File: src/rtl/sap_datapath_if.sv
// sap_datapath_if
// Groups every non-clock signal between the SAP datapath and the outside
// world: the control word from the microcode controller, the opcode and
// stage reset returned to it, the program-load port and the status/debug
// outputs.
//   master : controller / host side (drives ctrl, start, prog_*)
//   slave  : datapath side (drives opcode, ctrl_rst, prog_rdata, status)
interface sap_datapath_if;
    logic [12:0] ctrl;        // hlt,pc_inc,pc_en,mar_load,mem_st,mem_en,ir_load,ir_en,a_load,a_en,b_load,adder_sub,adder_en
    logic [3:0]  opcode;      // IR[7:4]
    logic        ctrl_rst;    // controller stage reset
    logic        start;       // begin execution
    logic        prog_we;     // program write strobe
    logic [3:0]  prog_addr;   // program write / readback address
    logic [7:0]  prog_data;   // program write data
    logic [7:0]  prog_rdata;  // RAM[prog_addr]
    logic [7:0]  a_out;       // accumulator
    logic [3:0]  pc_out;      // program counter
    logic [7:0]  bus_out;     // bus value (debug)
    logic        cf;          // carry / no-borrow
    logic        zf;          // zero
    logic        running;     // executing
    logic        halted;      // stopped after hlt or contention
    logic        bus_err;     // sticky bus contention

    modport master (
        output ctrl, start, prog_we, prog_addr, prog_data,
        input  opcode, ctrl_rst, prog_rdata, a_out, pc_out, bus_out,
               cf, zf, running, halted, bus_err
    );

    modport slave (
        input  ctrl, start, prog_we, prog_addr, prog_data,
        output opcode, ctrl_rst, prog_rdata, a_out, pc_out, bus_out,
               cf, zf, running, halted, bus_err
    );
endinterface

File: src/rtl/sap_datapath.sv
// sap_datapath
// Register/bus datapath of the 8-bit SAP-style CPU. Executes the 13-bit
// control word from the microcode controller over a shared 8-bit bus
// (PC, MAR, 16x8 RAM, IR, A, B, adder/subtractor), returns the opcode, and
// owns program loading, LOAD/RUN/HALT sequencing and the controller's
// stage reset.
// Ports:
//   clk  : system clock, state updates on the rising edge
//   rst  : asynchronous active-high reset
//   dp   : sap_datapath_if.slave bundle (control word, program port, status)
module sap_datapath (
    input  logic          clk,
    input  logic          rst,
    sap_datapath_if.slave dp
);

    typedef enum logic [1:0] {
        ST_LOAD = 2'd0,
        ST_RUN  = 2'd1,
        ST_HALT = 2'd2
    } state_t;

    state_t      r_state;
    logic [3:0]  r_pc;
    logic [3:0]  r_mar;
    logic [7:0]  r_ir;
    logic [7:0]  r_a;
    logic [7:0]  r_b;
    logic        r_cf;
    logic        r_zf;
    logic        r_bus_err;
    logic        r_ctrl_rst;
    logic [7:0]  r_ram [0:15];

    // Control word fields
    logic w_hlt, w_pc_inc, w_pc_en, w_mar_load, w_mem_st, w_mem_en;
    logic w_ir_load, w_ir_en, w_a_load, w_a_en, w_b_load, w_adder_sub, w_adder_en;

    assign w_hlt       = dp.ctrl[12];
    assign w_pc_inc    = dp.ctrl[11];
    assign w_pc_en     = dp.ctrl[10];
    assign w_mar_load  = dp.ctrl[9];
    assign w_mem_st    = dp.ctrl[8];
    assign w_mem_en    = dp.ctrl[7];
    assign w_ir_load   = dp.ctrl[6];
    assign w_ir_en     = dp.ctrl[5];
    assign w_a_load    = dp.ctrl[4];
    assign w_a_en      = dp.ctrl[3];
    assign w_b_load    = dp.ctrl[2];
    assign w_adder_sub = dp.ctrl[1];
    assign w_adder_en  = dp.ctrl[0];

    logic [7:0] w_ram_q;
    logic [8:0] w_sum9;
    logic [7:0] w_bus;
    logic [2:0] w_drv_cnt;
    logic       w_run;
    logic       w_contend;
    logic       w_exec;

    assign w_ram_q = r_ram[r_mar];

    // Subtraction as A + ~B + 1: bit 8 of that sum is exactly the no-borrow (A >= B) flag.
    assign w_sum9 = {1'b0, r_a}
                  + {1'b0, (w_adder_sub ? ~r_b : r_b)}
                  + {8'h00, w_adder_sub};

    // Wired-OR bus: under contention the debug output shows all drivers merged.
    assign w_bus = (w_pc_en    ? {4'h0, r_pc}      : 8'h00)
                 | (w_mem_en   ? w_ram_q           : 8'h00)
                 | (w_ir_en    ? {4'h0, r_ir[3:0]} : 8'h00)
                 | (w_a_en     ? r_a               : 8'h00)
                 | (w_adder_en ? w_sum9[7:0]       : 8'h00);

    assign w_drv_cnt = {2'b00, w_pc_en} + {2'b00, w_mem_en} + {2'b00, w_ir_en}
                     + {2'b00, w_a_en}  + {2'b00, w_adder_en};

    assign w_run     = (r_state == ST_RUN);
    assign w_contend = (w_drv_cnt >= 3'd2);
    // hlt overrides every other bit; contention suppresses all updates.
    assign w_exec    = w_run && !w_hlt && !w_contend;

    // State sequencing and register/flag updates
    always_ff @(posedge clk or posedge rst) begin
        if (rst) begin
            r_state   <= ST_LOAD;
            r_pc      <= 4'h0;
            r_mar     <= 4'h0;
            r_ir      <= 8'h00;
            r_a       <= 8'h00;
            r_b       <= 8'h00;
            r_cf      <= 1'b0;
            r_zf      <= 1'b0;
            r_bus_err <= 1'b0;
        end else begin
            case (r_state)
                ST_RUN: begin
                    if (w_hlt) begin
                        r_state <= ST_HALT;
                    end else if (w_contend) begin
                        r_bus_err <= 1'b1;
                        r_state   <= ST_HALT;
                    end else begin
                        if (w_pc_inc)   r_pc  <= r_pc + 4'd1;
                        if (w_mar_load) r_mar <= w_bus[3:0];
                        if (w_ir_load)  r_ir  <= w_bus;
                        if (w_a_load)   r_a   <= w_bus;
                        if (w_b_load)   r_b   <= w_bus;
                        // Flags only track an ALU result written back into A.
                        if (w_a_load && w_adder_en) begin
                            r_cf <= w_sum9[8];
                            r_zf <= (w_sum9[7:0] == 8'h00);
                        end
                    end
                end
                ST_LOAD, ST_HALT: begin
                    if (dp.start) begin
                        r_state   <= ST_RUN;
                        r_pc      <= 4'h0;
                        r_mar     <= 4'h0;
                        r_ir      <= 8'h00;
                        r_a       <= 8'h00;
                        r_b       <= 8'h00;
                        r_cf      <= 1'b0;
                        r_zf      <= 1'b0;
                        r_bus_err <= 1'b0;
                    end
                end
                default: begin
                    r_state <= ST_LOAD;
                end
            endcase
        end
    end

    // Program RAM: bus stores while running, host writes otherwise; never reset
    always_ff @(posedge clk) begin
        if (w_exec && w_mem_st) begin
            r_ram[r_mar] <= w_bus;
        end else if (!w_run && dp.prog_we) begin
            r_ram[dp.prog_addr] <= dp.prog_data;
        end
    end

    // Controller stage reset, moved on the falling edge so the controller sees a stable level
    always_ff @(negedge clk or posedge rst) begin
        if (rst) begin
            r_ctrl_rst <= 1'b1;
        end else begin
            r_ctrl_rst <= (r_state != ST_RUN);
        end
    end

    assign dp.opcode     = r_ir[7:4];
    assign dp.ctrl_rst   = r_ctrl_rst;
    assign dp.prog_rdata = r_ram[dp.prog_addr];
    assign dp.a_out      = r_a;
    assign dp.pc_out     = r_pc;
    assign dp.bus_out    = w_bus;
    assign dp.cf         = r_cf;
    assign dp.zf         = r_zf;
    assign dp.running    = (r_state == ST_RUN);
    assign dp.halted     = (r_state == ST_HALT);
    assign dp.bus_err    = r_bus_err;

endmodule

File: src/flat_wrapper.sv
// flat-port wrapper written by rule: the top's interface ports become plain ports
module sap_datapath_flat 
  (clk, rst, dp_ctrl, dp_start, dp_prog_we, dp_prog_addr, dp_prog_data, dp_opcode, dp_ctrl_rst, dp_prog_rdata, dp_a_out, dp_pc_out, dp_bus_out, dp_cf, dp_zf, dp_running, dp_halted, dp_bus_err);
  sap_datapath_if dp_i ();
  input  logic clk;
  input  logic rst;
  input wire logic [$bits(dp_i.ctrl)-1:0] dp_ctrl;
  input wire logic [$bits(dp_i.start)-1:0] dp_start;
  input wire logic [$bits(dp_i.prog_we)-1:0] dp_prog_we;
  input wire logic [$bits(dp_i.prog_addr)-1:0] dp_prog_addr;
  input wire logic [$bits(dp_i.prog_data)-1:0] dp_prog_data;
  output wire logic [$bits(dp_i.opcode)-1:0] dp_opcode;
  output wire logic [$bits(dp_i.ctrl_rst)-1:0] dp_ctrl_rst;
  output wire logic [$bits(dp_i.prog_rdata)-1:0] dp_prog_rdata;
  output wire logic [$bits(dp_i.a_out)-1:0] dp_a_out;
  output wire logic [$bits(dp_i.pc_out)-1:0] dp_pc_out;
  output wire logic [$bits(dp_i.bus_out)-1:0] dp_bus_out;
  output wire logic [$bits(dp_i.cf)-1:0] dp_cf;
  output wire logic [$bits(dp_i.zf)-1:0] dp_zf;
  output wire logic [$bits(dp_i.running)-1:0] dp_running;
  output wire logic [$bits(dp_i.halted)-1:0] dp_halted;
  output wire logic [$bits(dp_i.bus_err)-1:0] dp_bus_err;
  assign dp_i.ctrl = dp_ctrl;
  assign dp_i.start = dp_start;
  assign dp_i.prog_we = dp_prog_we;
  assign dp_i.prog_addr = dp_prog_addr;
  assign dp_i.prog_data = dp_prog_data;
  assign dp_opcode = dp_i.opcode;
  assign dp_ctrl_rst = dp_i.ctrl_rst;
  assign dp_prog_rdata = dp_i.prog_rdata;
  assign dp_a_out = dp_i.a_out;
  assign dp_pc_out = dp_i.pc_out;
  assign dp_bus_out = dp_i.bus_out;
  assign dp_cf = dp_i.cf;
  assign dp_zf = dp_i.zf;
  assign dp_running = dp_i.running;
  assign dp_halted = dp_i.halted;
  assign dp_bus_err = dp_i.bus_err;
  sap_datapath u_core (.clk(clk), .rst(rst), .dp(dp_i));
endmodule
File: config.mk
export PLATFORM = sky130hd
export DESIGN_NAME = sap_datapath_flat
export DESIGN_NICKNAME = d
export VERILOG_FILES = /design/src/rtl/sap_datapath_if.sv /design/src/rtl/sap_datapath.sv /design/src/flat_wrapper.sv
export SDC_FILE = /design/constraint.sdc
export NUM_CORES = 1
export LEC_CHECK = 0
export ABC_AREA = 0
export BUFFER_PORTS_ARGS = -buffer_cell sky130_fd_sc_hd__buf_2
export CAP_MARGIN = 40
export CORE_ASPECT_RATIO = 0.7
export CORE_MARGIN = 2
export CORE_UTILIZATION = 31
export CTS_CLUSTER_DIAMETER = 200
export DETAILED_ROUTE_END_ITERATION = 10
export PLACE_DENSITY = 0.56
export SYNTH_ARGS = -nofsm -noshare
export SYNTH_HDL_FRONTEND = slang
export SYNTH_SLANG_ARGS = --single-unit
File: constraint.sdc
create_clock -name clk -period 3.35 [get_ports clk]
set_input_delay 0 -clock clk [delete_from_list [all_inputs] [get_ports clk]]
set_output_delay 0 -clock clk [all_outputs]
set_load 0.02 [all_outputs]
==> Yosys cells after proc, flatten, opt, wreduce, memory -nomap -nowiden <==
Memory sizes are Yosys's and may differ from the RTL's.
Cells that the tools add are included.
{ "totals": {"latch_bits": 0, "memories": 1, "wordCells": 111, "reg_bits": 38, "mem_bits_rw": 128, "mem_bits_ro": 0} }
{ "classes": {"bitwise_logic": 5, "shift": 0, "reduce_logical": 21, "order_cmp": 1, "n_div": 0, "add_sub_neg": 7, "n_eq_ne": 14, "multipliers": 0, "mux": 52} }
{ "mem_list": {"columns": ["name", "depth", "width", "read_ports", "rd_ports_with_merged_regs", "write_ports", "line_no", "rtl"], "rows": [
  ["u_core.r_ram", 16, 8, 2, 0, 1, "sap_datapath.sv:33", "logic [7:0] r_ram [0:15];"]
]} }
{ "ops": {"columns": ["op", "count"], "rows": [
  ["8-bit 2-to-1 mux", 15],
  ["8-bit case mux with 2 select lines", 3],
  ["4-bit 2-to-1 mux", 10],
  ["8-bit bitwise OR", 4],
  ["5-bit AND reduction", 6],
  ["2-bit inequality test (second input constant)", 10],
  ["4-bit case mux with 2 select lines", 2],
  ["1-bit 2-to-1 mux", 15],
  ["3-bit by 1-bit adder with 3-bit output", 3],
  ["8-bit by 8-bit adder with 9-bit output", 1],
  ["9-bit by 1-bit adder with 9-bit output", 1],
  ["8-bit logical NOT", 1],
  ["8-bit inverter", 1],
  ["8-bit OR reduction", 1],
  ["2-bit 2-to-1 mux", 3],
  ["1-bit case mux with 2 select lines", 3],
  ["1-bit logical AND", 5],
  ["4-bit by 1-bit adder with 4-bit output (second input constant)", 1],
  ["2-bit case mux with 2 select lines", 1],
  ["4-bit AND reduction", 1],
  ["3-bit by 2-bit greater-or-equal comparator with 1-bit output (second input constant)", 1],
  ["1-bit logical NOT", 3],
  ["3-bit inequality test (second input constant)", 1],
  ["1-bit by 1-bit adder with 2-bit output", 1],
  ["other kinds (7)", 7]
]} }

==> Longest topological paths before layout <==
Gate-level depths: netlist (run 1).
{ "logic_depth": {"depth_word": 12, "depth_mapped": 12, "depth_no_buf": 11} }

==> results of run 1 <==
==> kinds of logic after synthesis <==
group,Yosys count,synth area share (%)
simple gates,136,7.204
flops,166,55.79
xor+xnor,15,1.528
fa+ha+maj,12,2.008
buf+inv,57,3.537
mux,97,21.23
compound gates,96,8.703
==> cell usage in the layout, fill, tap and decap left out, drive strengths merged, types with 3 or more instances in the layout <==
| cell type | count |
|---|---|
| edfxtp | 128 |
| buf | 118 |
| mux4 | 62 |
| nand2 | 46 |
| nor2 | 43 |
| dfrtp | 37 |
| mux2i | 32 |
| inv | 29 |
| o21ai | 23 |
| a21oi | 18 |
| clkbuf | 17 |
| nand3 | 15 |
| xor2 | 11 |
| a22oi | 10 |
| ha | 9 |
| nand2b | 7 |
| dlygate4sd3 | 7 |
| clkinv | 7 |
| nor3 | 6 |
| nor2b | 5 |
| xnor2 | 4 |
| a22o | 4 |
| a31oi | 4 |
| and2 | 4 |
| o31ai | 4 |
| a222oi | 3 |
| a32o | 3 |
| o22ai | 3 |
| fa | 3 |
| a21boi | 3 |
| a211oi | 3 |
| mux2 | 3 |
==> worst min path at each step <==
| stage | from | endpoint | slack (ns) |
|---|---|---|---|
| floorplan | dp_ctrl[12] | u_core.r_state[1] | 0.17 |
| detailed placement | rst | u_core.r_ir[1] | 0.23 |
| global route | dp_ctrl[2] | u_core.r_b[1] | 0.07 |
| CTS | dp_ctrl[2] | u_core.r_b[1] | 0.04 |
| global placement | rst | u_core.r_ir[1] | 0.20 |
| finish | dp_ctrl[2] | u_core.r_b[1] | 0.06 |
==> power breakdown <==
group | switching, uW | total (uW) | internal (uW)
logic | 2070 | 3240 | 1180
clock network | 952 | 2020 | 1070
registers | 283 | 3000 | 2710
==> cell usage after synthesis (3+ instances only) <==
cell type / number
nand2_1: 46
a222oi_1: 3
nand2b_1: 7
buf_4: 4
a22oi_1: 10
edfxtp_1: 128
xor2_1: 11
dfrtp_1: 37
mux4_1: 18
buf_2: 9
nor3_1: 6
o21ai_0: 20
a32o_1: 3
fa_1: 3
o31ai_1: 3
o22ai_1: 3
nand3_1: 15
a21oi_1: 17
and2_1: 3
clkbuf_1: 14
xnor2_1: 4
nor2_1: 43
a22o_1: 4
ha_1: 9
buf_12: 3
mux2i_1: 31
nor2b_1: 5
mux4_2: 44
a31oi_1: 4
inv_1: 20
==> state kept, by name, indices dropped and copies added, names as in the netlist <==
name,count
u_core.r_state,2
u_core.r_ram,128
u_core.r_ir,8
u_core.r_b,8
u_core.dp.bus_err,1
u_core.dp.zf,1
u_core.r_mar,4
u_core.dp.a_out,8
u_core.dp.cf,1
u_core.dp.pc_out,4
u_core.dp.ctrl_rst,1
==> worst reg2reg max path: stages, from the launching register on <==
cell and delay (ns):
dfrtp_1 0.40, xor2_1 0.17, ha_1 0.36, a21oi_1 0.31
o21ai_4 0.13, o31ai_4 0.20, xnor2_1 0.25, a21oi_2 0.46
a21oi_1 0.12, buf_4 0.23
==> cell type report <==
class                   count  area share [%]
flip-flops and latches    166           46.85
multi-input cells         356           34.19
repair buffers            125           7.722
well taps                 364           4.448
clock buffers              17           4.154
clock inverters            16           1.833
inverters                  22          0.8065
==> per-stage QoR <==
| step | hold slack, ns | util, % | setup WS, ns |
|---|---|---|---|
| after global placement | 0.1988 | 35.38 | 0.07934 |
| after global routing | 0.07263 | 37.89 | 0.1250 |
| after detailed placement | 0.2259 | 35.38 | 0.1071 |
| after CTS | 0.04256 | 37.89 | 0.2616 |
| final | 0.05868 | 37.89 | 0.2293 |
| after floorplan | 0.1747 | - | 0.3196 |
==> layer usage <==
metal  GRT usage (%)  up-vias  part of all wire, %
li1                -     2506                    -
met1           28.54     3113                   47
met2           26.17      302                   42
met3           6.463       21                   11
met4           4.418        0                  1.1
met5               0        -                    0
==> results.toml, run 1 <==
[cts]
cts_buffer_depth = 2
cts_setup_buffers = 0
path_clk_slew_ns = 0.07
cts_tree = "done"
cts_hold_buf = 7
cts_buffers = 17
cts_resized = 0
htreeDepth = 4
cts-root-buf = "clkbuf_16"
cts_sinks = 166
clock_latency_ns = 0.46

[layout]
nets = 730
area_growth_syn_to_layout_pct = 19.11
design_area_um2 = 10240
nFillCells = 2571
ff_latch_area_um2 = 4797
multi_input_area_um2 = 3501
finalNonFillerCells = 1066
num_antenna_cells = 0
layout-drive-gt1-share_pct = 31.20

[timing]
fin_setup_tns_ns = 0
rsz0062_at_grt = "false"
min_period_over_period_pct = 93.15
final_max_slew_viol_count = 0
hold_viol = 0
fmax_mhz = 320.4
setup_violations = 0
tightest_slew_ns = 0.9284
max_slew_margin_pct = 38.11
skew_ns = 0.01831
fin_crit_ns = 3.121

[place]
dp_cells = 1027
place.gp.congestion = 0.8977
io_buffers = 66
place_area_um2 = 9560
dp_hpwl_mm = 20.15

[synthesis]
yosysTopAreaCell = "edfxtp_1"
synth_ff_type = "edfxtp_1"
ys_seq_area_share_pct = 55.79
syn_nets = 620
synth_top_area_share_pct = 44.71
synth_edf_count = 128
ys_ff_latch = 166
synth.avg_cell_area_um2 = 14.85
synth_cells = 579
syn-cell-area_um2 = 8597
synth.area.top_cells = "edfxtp_1 45%, mux4_2 12%, dfrtp_1 11%, mux4_1 5.5%, mux2i_1 3.6%"
async_reset_ff_share_pct = 22.89
yosysUniqueCellTypes = 68
ys.warnings.count = 0

[pwr]
peakVddDrop_mv = 0.4231
total_power_uw = 8261
powerDensity_nw_per_um2 = 806.8
leakagePower_uw = 0.003808

[floorplan]
design.die.area_um2 = 29100
die_w_um = 203.0
rows = 50
core_um2 = 27030
pin_count = 67
die_h_um = 143.3
initial_utilization_pct = 31.81

[worst_setup_path]
crit_buf_inv = 3
crit_path_max_incr_delay_ns = 0.51
r2r-start = "u_core.r_b[2]"
critPathKind = "flip-flop to output pin"
rr_endpoint = "u_core.r_ram[6][5]"
critPathArrivalTime_ns = 3.12
reg2reg_slack_ns = 0.45
cp.required_ns = 3.35
crit_path_frequent_cell = "a21oi_1"
cp.depth = 10
crit_end = "dp_bus_out[6]"
cp_slowest_cell = "dfrtp_1"
r2r.worst_path.cells = 9
worstSetupEndpointType = "output pin"
path_delay_family = "compound AO/OA/AOI/OAI gates"
setup.worst_path.start_class = "flip-flop"
worst-path-max-fanout = 5
setup.worst_path.start = "u_core.dp.a_out[0]"
cp_cell_sequence = "mux2i_2 -> fa_1 -> nand2b_1 -> a21oi_1 -> mux2i_1 -> a21oi_1 -> a2111oi_4 -> buf_4 -> inv_1 -> buf_2"

[status]
outcome = "completed"

[global_routing]
overflow = 0
grt_usage_pct = 19.01
antenna_found_initial = 0
grt_pass1_vias = 5918
grt_pass1_wl_mm = 39.56
grt_max_degree = 38

[drt]
drt_iter0_drc = 732
firstDrtPassIters = 7
ant_nets = 0
drc = 0
avgViaCountPerCell = 5.574
num_vias = 5942
wire_per_inst_um = 25.11
drt-total-wl_mm = 26.76

[min_path]
worstHoldPathType = "input pin to flip-flop"
min_path_cells = 4

[run]
max_cap_viol_count = 0
(Power assumes the default switching activity.)
==> run 2, diff against run 1 <==
Settings changed: CTS_BUF_LIST from default to sky130_fd_sc_hd__clkbuf_4.
==> run 2 against run 1 <==
Against the previous run:
- total power fell by 8.6%
- critical endpoint is now dp_bus_out[4]
- global-route usage shrank 0.050 points
- cell count up 1.2%
==> results.toml, run 2 (synthesis gave the netlist of run 1 again) <==
[status]
outcome = "completed"

[timing]
tightest_slew_ns = 0.9433
max_slew_margin_pct = 37.11
fin_crit_ns = 3.223
setup_violations = 0
fmax_mhz = 310.3
setup_slack_ns = 0.1274
final_max_slew_viol_count = 0
rsz0062_at_grt = "false"
hold_viol = 0
min_period_over_period_pct = 96.20
fin_setup_tns_ns = 0
skew_ns = 0.03294

[min_path]
min-delay-start = "dp_prog_data[2]"
min_to = "u_core.r_ram[9][2]"
worstHoldPathType = "input pin to flip-flop"
min_path_cells = 2

[layout]
ff_latch_area_um2 = 4798
nFillCells = 2592
design_area_um2 = 10070
mostFrequentLayoutCells = "128 x edfxtp_1, 66 x buf_2, 53 x buf_4"
nets = 742
regMostFlops = "u_core.r_ram"
layout-drive-gt1-share_pct = 31.09
largest_register_ffs = 128
final_common_cell = "edfxtp_1"
area_growth_syn_to_layout_pct = 17.10
multi_input_area_um2 = 3505
post-route-util_pct = 37.25

[drt]
drt-total-wl_mm = 26.93
drt_iter0_drc = 874
num_vias = 6017
wire_per_inst_um = 24.96
drc = 0
ant_nets = 0
avgViaCountPerCell = 5.576
firstDrtPassIters = 8

[floorplan]
rows = 50
design.die.area_um2 = 29100
die_w_um = 203.0
pin_count = 67
initial_utilization_pct = 31.81
core_um2 = 27030
die_h_um = 143.3

[global_routing]
grt_pass1_wl_mm = 39.50
grt_pass1_vias = 5927
gr-usage-met3_pct = 6.440
use_met1_pct = 28.61
antenna_found_initial = 1
overflow = 0
use_met2_pct = 26.08
grt_usage_pct = 18.96
grt_max_degree = 38
gr-max-usage-layer = "met1"

[pwr]
total_power_uw = 7547
peakVddDrop_mv = 0.2837
powerDensity_nw_per_um2 = 749.7
leakagePower_uw = 0.003728

[worst_setup_path]
r2r-start = "u_core.r_mar[0]"
worstSetupEndpointType = "output pin"
setup.worst_path.start_class = "flip-flop"
critPathKind = "flip-flop to output pin"
worst-path-max-fanout = 4
critPathArrivalTime_ns = 3.22
reg2reg_slack_ns = 0.41
rr_endpoint = "u_core.r_mar[1]"
r2r.worst_path.cells = 8
cp.required_ns = 3.35

[cts]
cts_buffers = 17
cts_buffer_depth = 2
clock_latency_ns = 0.61
path_clk_slew_ns = 0.17
cts-root-buf = "clkbuf_4"
cts_sinks = 166
cts_tree = "done"
htreeDepth = 4

[place]
dp_hpwl_mm = 20.15
place_ws_ns = 0.1071
place.gp.congestion = 0.8977
io_buffers = 66
place_area_um2 = 9560

[run]
max_cap_viol_count = 0
==> run 2: changes by cell type in the layout (fill, tap and decap cells not counted) <==
| cell | before | now |
|---|---|---|
| clkbuf_16 | 17 | 0 |
| clkbuf_4 | 0 | 17 |
| dlygate4sd3_1 | 7 | 18 |
| a21oi_1 | 16 | 15 |
| a21oi_2 | 2 | 3 |
| buf_4 | 52 | 53 |
| dfrtp_1 | 36 | 35 |
| dfrtp_2 | 1 | 2 |
| diode_2 | 0 | 1 |
==> run 2: routing by layer <==
| metal | up-vias | wire, um |
|---|---|---|
| met5 | - | 0 |
| met4 | 0 | 286 |
| met3 | 24 | 3131 |
| met2 | 365 | 11240 |
| met1 | 3101 | 12270 |
| li1 | 2527 | - |
==> run 2: repair_timing <==
item	4_1_cts	5_1_grt
hold buffers	18	0
resized for setup	0	2
hold endpoints to repair	163	0
setup endpoints to repair	0	2
buffers inserted	0	1
==> run 2: power breakdown <==
part / internal, uW / total [uW] / switching [uW]
Clock: 415 / 1270 / 856
Sequential: 2710 / 2990 / 282
Combinational: 1200 / 3280 / 2080
Total: 4330 / 7550 / 3220
==> run 2: layout make-up <==
cell class	count	area share [%]
multi-input cells	356	34.81
clock buffers	17	1.268
flip-flops and latches	166	47.66
clock inverters	16	1.864
inverters	22	0.8203
repair buffers	137	9.023
well taps	364	4.524
diodes	1	0.02486
==> run 2: critical path: stages (launching register included) <==
cell	delay (ns)
dfrtp_1	0.47
mux2i_2	0.24
fa_1	0.45
nand2b_1	0.18
a21oi_1	0.17
xor2_1	0.57
a211oi_4	0.22
inv_2	0.15
buf_2	0.18
==> run 2: per-stage QoR <==
step,std cells,hold WS [ns]
2_1_floorplan,579,0.1747
3_3_place_gp,1027,0.1988
3_5_place_dp,1027,0.2259
4_1_cts,1077,0.02386
5_1_grt,1079,0.06064
6_report,1079,0.03530
==> run 2: how the worst max path moves through the flow <==
stage	slack, ns	cells after the start	end	from
3_5_place_dp	0.11	12	u_core.r_ram[15][4]	dp_ctrl[7]
2_1_floorplan	0.32	10	u_core.r_ram[13][0]	dp_ctrl[0]
4_1_cts	0.05	10	dp_bus_out[7]	u_core.r_b[2]
3_3_place_gp	0.08	12	u_core.r_ram[15][1]	dp_ctrl[7]
5_1_grt	0.005	9	dp_bus_out[5]	u_core.r_b[2]
6_report	0.13	8	dp_bus_out[4]	u_core.r_b[0]
==> run 3, diff against run 2 <==
Settings changed: ABC_AREA 0 to 1.
==> run 3 against run 2 <==
Against the previous run:
- non-clock buffer count shrank 11
- wire length grew 13%
- critical path depth grew 7
- clock skew shrank 0.0027 ns
- highest routed layer unchanged
==> results.toml, run 3 <==
[timing]
min_period_over_period_pct = 88.04
hold_viol = 0
setup_violations = 0
fin_crit_ns = 2.949
rsz0062_at_grt = "false"
tightest_slew_ns = 0.8006
max_slew_margin_pct = 46.63
holdWs_ns = 0.03248
fmax_mhz = 339.1
final_max_slew_viol_count = 0
fin_setup_tns_ns = 0
skew_ns = 0.03024

[layout]
largest_register_ffs = 128
ff_latch_area_um2 = 4800
regMostFlops = "u_core.r_ram"
nets = 1189
finalNonFillerCells = 1540
nFillCells = 2989
area_growth_syn_to_layout_pct = 13.67
mostFrequentLayoutCells = "243 x nand2_1, 131 x nand3_1, 129 x inv_1"
final_common_cell = "nand2_1"
layout-drive-gt1-share_pct = 14.21
multi_input_area_um2 = 3440

[worst_setup_path]
critPathKind = "input pin to flip-flop"
setup.worst_path.start_class = "input pin"
cp_slowest_cell = "dlygate4sd3_1"
cp_cell_sequence = "dlygate4sd3_1 -> buf_2 -> ha_1 -> inv_1 -> fa_1 -> inv_1 -> nand2_1 -> fa_1 -> nand2_1 -> nor2_1 -> nand3_1 -> nand2_1 -> nand3_1 -> nor2_1 -> buf_4"
cp.required_ns = 3.67
worst-path-max-fanout = 9
crit_path_max_incr_delay_ns = 0.54
worstSetupEndpointType = "flip-flop"
critPathArrivalTime_ns = 3.27
crit_path_frequent_cell = "nand2_1"

[synthesis]
synth.avg_cell_area_um2 = 8.518
yosys-top-cells-count = "243 x nand2_1, 131 x nand3_1, 129 x inv_1"
yosysTopAreaCell = "edfxtp_1"
async_reset_ff_share_pct = 22.89
synth_ff_type = "edfxtp_1"
synth.area.top_cells = "edfxtp_1 42%, dfrtp_1 10%, nand2_1 10%, nand3_1 7.2%, o21ai_0 5.7%"
syn_nets = 1107
synth_top_area_share_pct = 42.33
yosys.cell_count.top_type = "nand2_1"
yosysUniqueCellTypes = 38
ys_seq_area_share_pct = 52.82
ys_ff_latch = 166
synth_edf_count = 128
syn-cell-area_um2 = 9080
ys.warnings.count = 0
synth_cells = 1066

[place]
place.gp.congestion = 0.9301
io_buffers = 66
dp_cells = 1493
dp_hpwl_mm = 21.34

[cts]
cts_setup_buffers = 0
cts_resized = 0
cts_buffers = 17
cts_hold_buf = 14
clock_latency_ns = 0.60
cts_buffer_depth = 2
htreeDepth = 4
cts_sinks = 166
path_clk_slew_ns = 0.16
cts-root-buf = "clkbuf_4"
cts_tree = "done"

[pwr]
leakagePower_uw = 0.004510
powerDensity_nw_per_um2 = 778.6
peakVddDrop_mv = 0.4276

[global_routing]
antenna_found_initial = 1
grt_pass1_vias = 7104
grt_pass1_wl_mm = 45.00
overflow = 0
grt_usage_pct = 19.86
grt_max_degree = 83

[floorplan]
rows = 52
die_w_um = 208.6
design.die.area_um2 = 30700
pin_count = 67
core_um2 = 28890
initial_utilization_pct = 31.43
die_h_um = 147.2

[status]
outcome = "completed"

[run]
max_cap_viol_count = 0

[drt]
ant_nets = 0
num_vias = 7925
drt-total-wl_mm = 30.51
wire_per_inst_um = 19.81
drc = 0
firstDrtPassIters = 6
avgViaCountPerCell = 5.146
drt_iter0_drc = 964

[min_path]
worstHoldPathType = "input pin to flip-flop"
-- run 3: worst paths after layout --
check / startpoint / to / slack, ns / cells after the start
worst max-delay path: dp_ctrl[7] / u_core.r_ram[6][6] / 0.40 / 15
worst min-delay path: dp_prog_data[6] / u_core.r_ram[11][6] / 0.03 / 4
worst max register to register: u_core.r_mar[0] / u_core.r_ram[3][6] / 0.60 / 11
worst min register to register: u_core.r_ir[5] / u_core.r_ir[5] / 0.50 / 2
max in group asynchronous: rst / u_core.dp.ctrl_rst / 1.65 / 3
min in group asynchronous: rst / u_core.dp.cf / 0.10 / 4
-- run 3: power by group --
| part | internal [uW] | switching, uW |
|---|---|---|
| combinational | 1080 | 2770 |
| clock | 339 | 804 |
| sequential | 2780 | 250 |
| total | 4210 | 3830 |
-- run 3: logic make-up (layout without fill, tap and decap cells) --
logic type | Yosys count | after routing | share of synthesized area [%]
adder cells (fa/ha/maj) | 12 | 12 | 1.902
AND/OR/NAND/NOR | 466 | 466 | 21.90
other | 0 | 1 | 0
AO/OA/AOI/OAI | 213 | 213 | 13.02
buffers and inverters | 198 | 293 | 9.301
XOR/XNOR | 11 | 11 | 1.061
flip-flops | 166 | 166 | 52.82
-- run 3: area by class of cell --
cell class                      count  area share [%]
Sequential cell                   166           46.50
Tap cell                          378           4.582
Inverter                          134           4.946
Multi-Input combinational cell    702           33.33
Antenna cell                        1         0.02425
Timing Repair Buffer              126           8.025
Clock buffer                       18           1.309
Clock inverter                     15           1.285
-- run 3: per-layer routing --
metal	vias to the layer above	global-route usage (%)	share of wire, %
met5	-	0	0
met4	0	6.143	1.8
met3	37	5.130	11
met2	367	27.16	40
met1	3777	30.29	47
li1	3744	-	-
-- run 3: metrics by stage --
step,total power (uW),util [%],area (um2),setup slack [ns]
CTS,8025,35.72,10320,0.3798
finish,8035,35.73,10320,0.4007
floorplan,5381,-,9080,0.6895
global placement,6852,34.32,9915,0.3381
global route,8523,35.73,10320,0.1493
detailed placement,6865,34.32,9915,0.3678
-- run 3: worst max-delay path, delay by kind of cell --
kind | cells | cell delay, ns
buffers and inverters | 5 | 1.03
adder cells (fa/ha/maj) | 3 | 1.18
AND/OR/NAND/NOR | 7 | 1.06
